File: src/rtl/dice_pkg.sv
// Shared definitions for the dice roll scheduler: die codes, face lookup,
// FSM state encoding and LFSR feedback taps.
package dice_pkg;

  localparam logic [1:0] DIE_D4  = 2'b00;
  localparam logic [1:0] DIE_D6  = 2'b01;
  localparam logic [1:0] DIE_D8  = 2'b10;
  localparam logic [1:0] DIE_D20 = 2'b11;

  // Taps for x^16 + x^14 + x^13 + x^11 + 1 in a left-shifting register
  localparam logic [15:0] LFSR_TAPS = 16'hB400;

  typedef enum logic [1:0] {
    ST_IDLE   = 2'd0,
    ST_REDUCE = 2'd1,
    ST_RESULT = 2'd2
  } state_t;

  function automatic logic [7:0] die_faces(input logic [1:0] code);
    case (code)
      DIE_D4:  die_faces = 8'd4;
      DIE_D6:  die_faces = 8'd6;
      DIE_D8:  die_faces = 8'd8;
      default: die_faces = 8'd20;
    endcase
  endfunction

endpackage

File: src/rtl/dice_rr_arbiter.sv
// Combinational round-robin selector: first set request at or above the
// pointer, wrapping, returned as one-hot plus index.
module dice_rr_arbiter #(
  parameter int NUM_REQ = 4,
  parameter int ID_W    = 2
) (
  input  logic [NUM_REQ-1:0] req,
  input  logic [ID_W-1:0]    ptr,
  output logic [NUM_REQ-1:0] grant_onehot,
  output logic [ID_W-1:0]    grant_idx,
  output logic               any_req
);

  localparam int IW = (NUM_REQ > 1) ? $clog2(NUM_REQ) : 1;

  logic [IW-1:0] cand;

  always_comb begin
    grant_onehot = '0;
    grant_idx    = '0;
    any_req      = 1'b0;
    cand         = '0;
    for (int off = 0; off < NUM_REQ; off++) begin
      cand = IW'((int'(ptr) + off) % NUM_REQ);
      if (!any_req && req[cand]) begin
        any_req            = 1'b1;
        grant_idx          = ID_W'(cand);
        grant_onehot[cand] = 1'b1;
      end
    end
  end

endmodule

File: src/rtl/dice_roll_scheduler.sv
// Round-robin dice roller sharing one LFSR and iterative modulo reducer.
// Optional statistics outputs are enabled by defining DICE_SCHED_STATS_EN.
module dice_roll_scheduler
  import dice_pkg::*;
#(
  parameter int          NUM_REQ   = 4,
  parameter int          ID_W      = 2,
  parameter logic [15:0] LFSR_SEED = 16'hACE1
) (
  input  logic                 clock,
  input  logic                 reset,
  input  logic [NUM_REQ-1:0]   req,
  input  logic [2*NUM_REQ-1:0] die_sel,
  output logic [NUM_REQ-1:0]   grant,
  output logic                 busy,
  output logic                 result_valid,
  input  logic                 result_ready,
  output logic [7:0]           result_value,
  output logic [ID_W-1:0]      result_id,
  input  logic                 seed_load,
  input  logic [15:0]          seed
`ifdef DICE_SCHED_STATS_EN
  ,
  output logic [15:0]          roll_count,
  output logic [7:0]           max_wait
`endif
);

  state_t state, state_next;

  logic [NUM_REQ-1:0] arb_onehot;
  logic [ID_W-1:0]    arb_idx;
  logic               arb_any;
  logic [1:0]         sel_code;
  logic [ID_W-1:0]    rr_ptr;
  logic [ID_W-1:0]    cur_id;
  logic [7:0]         rem;
  logic [7:0]         faces;
  logic [15:0]        lfsr;
  logic               take_grant;
  logic               reduce_done;
  logic               accept;

  assign take_grant  = (state == ST_IDLE) && arb_any;
  assign reduce_done = (state == ST_REDUCE) && (rem < faces);
  assign accept      = (state == ST_RESULT) && result_ready;
  assign busy        = (state != ST_IDLE);

  dice_rr_arbiter #(
    .NUM_REQ(NUM_REQ),
    .ID_W   (ID_W)
  ) u_arb (
    .req         (req),
    .ptr         (rr_ptr),
    .grant_onehot(arb_onehot),
    .grant_idx   (arb_idx),
    .any_req     (arb_any)
  );

  always_comb begin
    sel_code = '0;
    for (int i = 0; i < NUM_REQ; i++) begin
      if (arb_idx == ID_W'(i)) sel_code = die_sel[2*i +: 2];
    end
  end

  always_ff @(posedge clock) begin
    if (!reset) state <= ST_IDLE;
    else        state <= state_next;
  end

  always_comb begin
    state_next = state;
    unique case (state)
      ST_IDLE:   if (arb_any)      state_next = ST_REDUCE;
      ST_REDUCE: if (rem < faces)  state_next = ST_RESULT;
      ST_RESULT: if (result_ready) state_next = ST_IDLE;
      default:                     state_next = ST_IDLE;
    endcase
  end

  // The sample is taken from the pre-update LFSR, so a same-cycle seed load
  // only affects later rolls.
  always_ff @(posedge clock) begin
    if (!reset) begin
      grant        <= '0;
      result_valid <= 1'b0;
      result_value <= '0;
      result_id    <= '0;
      rr_ptr       <= '0;
      lfsr         <= LFSR_SEED;
      rem          <= '0;
      faces        <= '0;
      cur_id       <= '0;
    end else begin
      grant <= take_grant ? arb_onehot : '0;
      if (seed_load)       lfsr <= (seed == 16'h0000) ? 16'h0001 : seed;
      else if (take_grant) lfsr <= {lfsr[14:0], ^(lfsr & LFSR_TAPS)};
      if (take_grant) begin
        rem    <= lfsr[7:0];
        faces  <= die_faces(sel_code);
        cur_id <= arb_idx;
      end else if ((state == ST_REDUCE) && (rem >= faces)) begin
        rem <= rem - faces;
      end
      if (reduce_done) begin
        result_value <= rem + 8'd1;
        result_id    <= cur_id;
        result_valid <= 1'b1;
      end else if (accept) begin
        result_valid <= 1'b0;
        rr_ptr       <= (cur_id == ID_W'(NUM_REQ - 1)) ? '0 : cur_id + 1'b1;
      end
    end
  end

`ifdef DICE_SCHED_STATS_EN
  logic [7:0] wait_cnt  [NUM_REQ];
  logic [7:0] wait_next [NUM_REQ];
  logic [7:0] wait_max;

  // Per-requester wait counters only advance in IDLE, where arbitration happens
  always_comb begin
    wait_max = '0;
    for (int i = 0; i < NUM_REQ; i++) begin
      wait_next[i] = wait_cnt[i];
      if (state == ST_IDLE) begin
        if (!req[i] || arb_onehot[i])  wait_next[i] = '0;
        else if (wait_cnt[i] != 8'hFF) wait_next[i] = wait_cnt[i] + 8'd1;
      end
      if (wait_next[i] > wait_max) wait_max = wait_next[i];
    end
  end

  always_ff @(posedge clock) begin
    if (!reset) begin
      roll_count <= '0;
      max_wait   <= '0;
      for (int i = 0; i < NUM_REQ; i++) wait_cnt[i] <= '0;
    end else begin
      if (accept) roll_count <= roll_count + 16'd1;
      if (wait_max > max_wait) max_wait <= wait_max;
      for (int i = 0; i < NUM_REQ; i++) wait_cnt[i] <= wait_next[i];
    end
  end
`endif

endmodule

File: config.mk
export PLATFORM = sky130hd
export DESIGN_NAME = dice_roll_scheduler
export DESIGN_NICKNAME = d
export VERILOG_FILES = /design/src/rtl/dice_pkg.sv /design/src/rtl/dice_rr_arbiter.sv /design/src/rtl/dice_roll_scheduler.sv
export SDC_FILE = /design/constraint.sdc
export NUM_CORES = 1
export LEC_CHECK = 0
export ABC_AREA = 1
export ABC_CLOCK_PERIOD_IN_PS = 2800
export CORE_MARGIN = 4
export CORE_UTILIZATION = 56
export CTS_BUF_LIST = sky130_fd_sc_hd__clkbuf_4
export DETAILED_ROUTE_END_ITERATION = 8
export GPL_ROUTABILITY_DRIVEN = 0
export HOLD_SLACK_MARGIN = 0.05
export PLACE_DENSITY = 0.83
export SYNTH_ARGS = -nofsm -noshare
export SYNTH_HDL_FRONTEND = slang
export SYNTH_SLANG_ARGS = --single-unit
File: constraint.sdc
create_clock -name clock -period 2.8 [get_ports clock]
set_input_delay 0.28 -clock clock [delete_from_list [all_inputs] [get_ports clock]]
set_output_delay 0.28 -clock clock [all_outputs]
set_load 0.02 [all_outputs]
==> results_dict.tcl <==
set metrics [dict create \
    clk_pin_slew_worst_paths_ns 0.14 \
    cts_root_buf "clkbuf_4" \
    worstHoldPathType "reg -> reg" \
    antenna_found_initial 0 \
    die_y_um 81.1 \
    synthAdderAreaFrac_pct 6.52 \
    clockBufferDepth 2 \
    clkLatencyLatePin_ns 0.38 \
    yosysMostFrequentCell "nand2_1" \
    yosys.area_share.xor_xnor_pct 2.93 \
    post_drt_wl_per_cell_um 13.4 \
    synth_cells 401 \
    finClkSkew_ns 0.0140 \
    final_util_pct 69.0 \
    r2r_start "rr_ptr[1]$_SDFFE_PN0P_" \
    combPwrFrac_pct 51.9 \
    firstDrtPassIters 5 \
    first_iter_violations 197 \
    syn_area_per_cell_sq_um 7.47 \
    track_usage_pct 22.6 \
    dieWidth_um 81.1 \
    grt_max_degree 32 \
    yosys-top-cells-count "85 x nand2_1, 49 x dfxtp_1, 39 x inv_1" \
    synth.area.mux_share_pct 0.334 \
    synth_warnings 0 \
    cp-start-kind "flip-flop" \
    pwr-share-clk_pct 11.9 \
    tightestPinTransition_ns 0.423 \
    cellPowerDensity_nw_per_um2 773 \
    max_clock_freq_mhz 394 \
    vias 2820 \
    drt_wl_total_mm 6.90 \
    dpl.hpwl_mm 5.33 \
    drt-vias-per-instance 5.45 \
    power.internal_mw 1.50 \
    num_antenna_cells 0 \
    cts_setup_buffers 0 \
    fp.dieArea_sq_um 6580 \
    route.detailed.drc 0 \
    ant_nets 0 \
    final_cells 517 \
    drive_above_1_share_pct 12.1 \
    syn_area_sq_um 2990 \
    synthFlopType "dfxtp_1" \
    synth_top_area_share_pct 32.8 \
    cts_buffers 5 \
    pin_count 48 \
    synth_top_area_cell "dfxtp_1" \
    clkSinkCount 49 \
    ys_seq_elements 49 \
    power_switching_mw 1.24 \
    syn_to_final_growth_pct 18.5 \
    dp_cells 509 \
    hold_viol_final 0 \
    outcome "finished clean" \
    relSlewSlack_pct 71.6 \
    nets 493 \
    cp-end-kind "flip-flop" \
    synth.distinct_cells 44 \
    final_max_slew_viol_count 0 \
    setup.worst_path.start "rr_ptr[1]$_SDFFE_PN0P_" \
    synth_compound_area_share_pct 15.2 \
    port_buffers 47 \
    drv_cap 0 \
    fin_ws_ns 0.260 \
    start_util_pct 58.3 \
    synth-edff-count 0 \
    hp-start "result_value[7]$_SDFFE_PN0P_" \
    fin_crit_sh_pct 90.7 \
    fin_crit_ns 2.54 \
    peakVddDrop_v 0.000368 \
    cts_max_level 2 \
    cp.arrival_ns 2.83 \
    crit_fanout 31 \
    grt_pass1_vias 2648 \
    synth_top_family_by_area "simple AND/OR/NAND/NOR gates" \
    switching_share_pct 45.4 \
    rows 26 \
    cp.required_ns 3.09 \
    synth_simple_gate_area_share_pct 33.0 \
    leakage_nw 1.55 \
    grt_overflow 0 \
    hold_buffers 0 \
    place_ws_ns 0.212 \
    setup.worst_path.class "reg -> reg" \
    cts_resized 0 \
    n_fill_cell 462 \
    grt_pass1_wl_mm 11.7 \
    cts_tree "done" \
    ys_seq_area_share_pct 32.8 \
    synthTopCellsByArea "dfxtp_1 33%, nand2_1 11%, ha_1 5.9%" \
    synthesis.nets 448 \
    coreArea_sq_um 5140 \
    async_flop_share_pct 0 \
    power_frac_seq_pct 36.2 \
    setup_viol 0 \
    setup_tns_ns 0 \
    rsz0062_at_grt "false" \
]
## worst paths after layout
kind | endpoint | slack, ns | depth (start not counted)
worst max-delay path | lfsr[12]$_SDFFE_PN0P_ | 0.26 | 12
worst min-delay path | result_value[7]$_SDFFE_PN0P_ | 0.45 | 2
worst max register to register | lfsr[12]$_SDFFE_PN0P_ | 0.26 | 12
worst min register to register | result_value[7]$_SDFFE_PN0P_ | 0.45 | 2
## final cells by class
cell class / instances / area [sq um] / share of cell area (%)
clock inverters: 3 / 17.5 / 0.494
flip-flops and latches: 49 / 982 / 27.7
repair buffers: 52 / 508 / 14.3
multi-input cells: 292 / 1740 / 48.9
inverters: 46 / 179 / 5.04
clock buffers: 5 / 37.5 / 1.06
well taps: 70 / 87.6 / 2.47
## flip-flops by register name, summed over array words and instances, names as in the netlist
signal	flops
lfsr	16
faces	4
result_value	8
result_valid	1
state	2
rr_ptr	2
result_id	2
rem	8
grant	4
cur_id	2
## logic make-up after synthesis
kind of cell	after synthesis
fa+ha+maj	15
compound gates	74
mux	1
xor+xnor	10
buf+inv	60
flops	49
simple gates	192
## power groups by stage
stage	Combinational, mW	Sequential [mW]	Clock [mW]
after floorplan	1.07	1.02	0
after global placement	1.37	0.998	0
after detailed placement	1.41	1.01	0
after CTS	1.42	0.991	0.334
after global routing	1.60	1.01	0.357
final	1.42	0.991	0.326
## cells in the final DEF, fill, tap and decap left out, types with 7 or more instances in the layout
master	instances
nand2_1	85
dfxtp_1	48
clkdlybuf4s50_1	47
inv_1	39
nor2_1	37
nand3_1	26
a21oi_1	21
o21ai_0	17
ha_1	14
nand3_2	10
a31oi_1	10
nand2_2	8
xor2_1	7
o211ai_1	7
## routing by layer
metal  up-vias  GRT usage [%]  wire length (um)
met2       101           38.1              3280
met1      1278           28.9              3070
met3        13           3.10               428
met5         -              0                 0
met4         0           9.29               124
li1       1428              -                 -
## worst max-delay path: stages, from the launching register on
cell,delay [ns]
dfxtp_2,0.43
inv_1,0.18
ha_1,0.40
inv_1,0.12
nand3_1,0.10
nand2_1,0.08
nor2_4,0.17
nand4_2,0.13
nand2_4,0.18
inv_6,0.13
nor2_8,0.20
inv_2,0.09
a311oi_1,0.20
## metrics by stage
stage          total power, mW  hold slack (ns)  instance area [sq um]
5_1_grt                   2.97            0.470                   3550
4_1_cts                   2.74            0.448                   3550
3_3_place_gp              2.37            0.426                   3490
2_1_floorplan             2.09            0.417                   2990
6_report                  2.74            0.447                   3550
3_5_place_dp              2.41            0.427                   3490
Power figures use the tool's default switching activity.
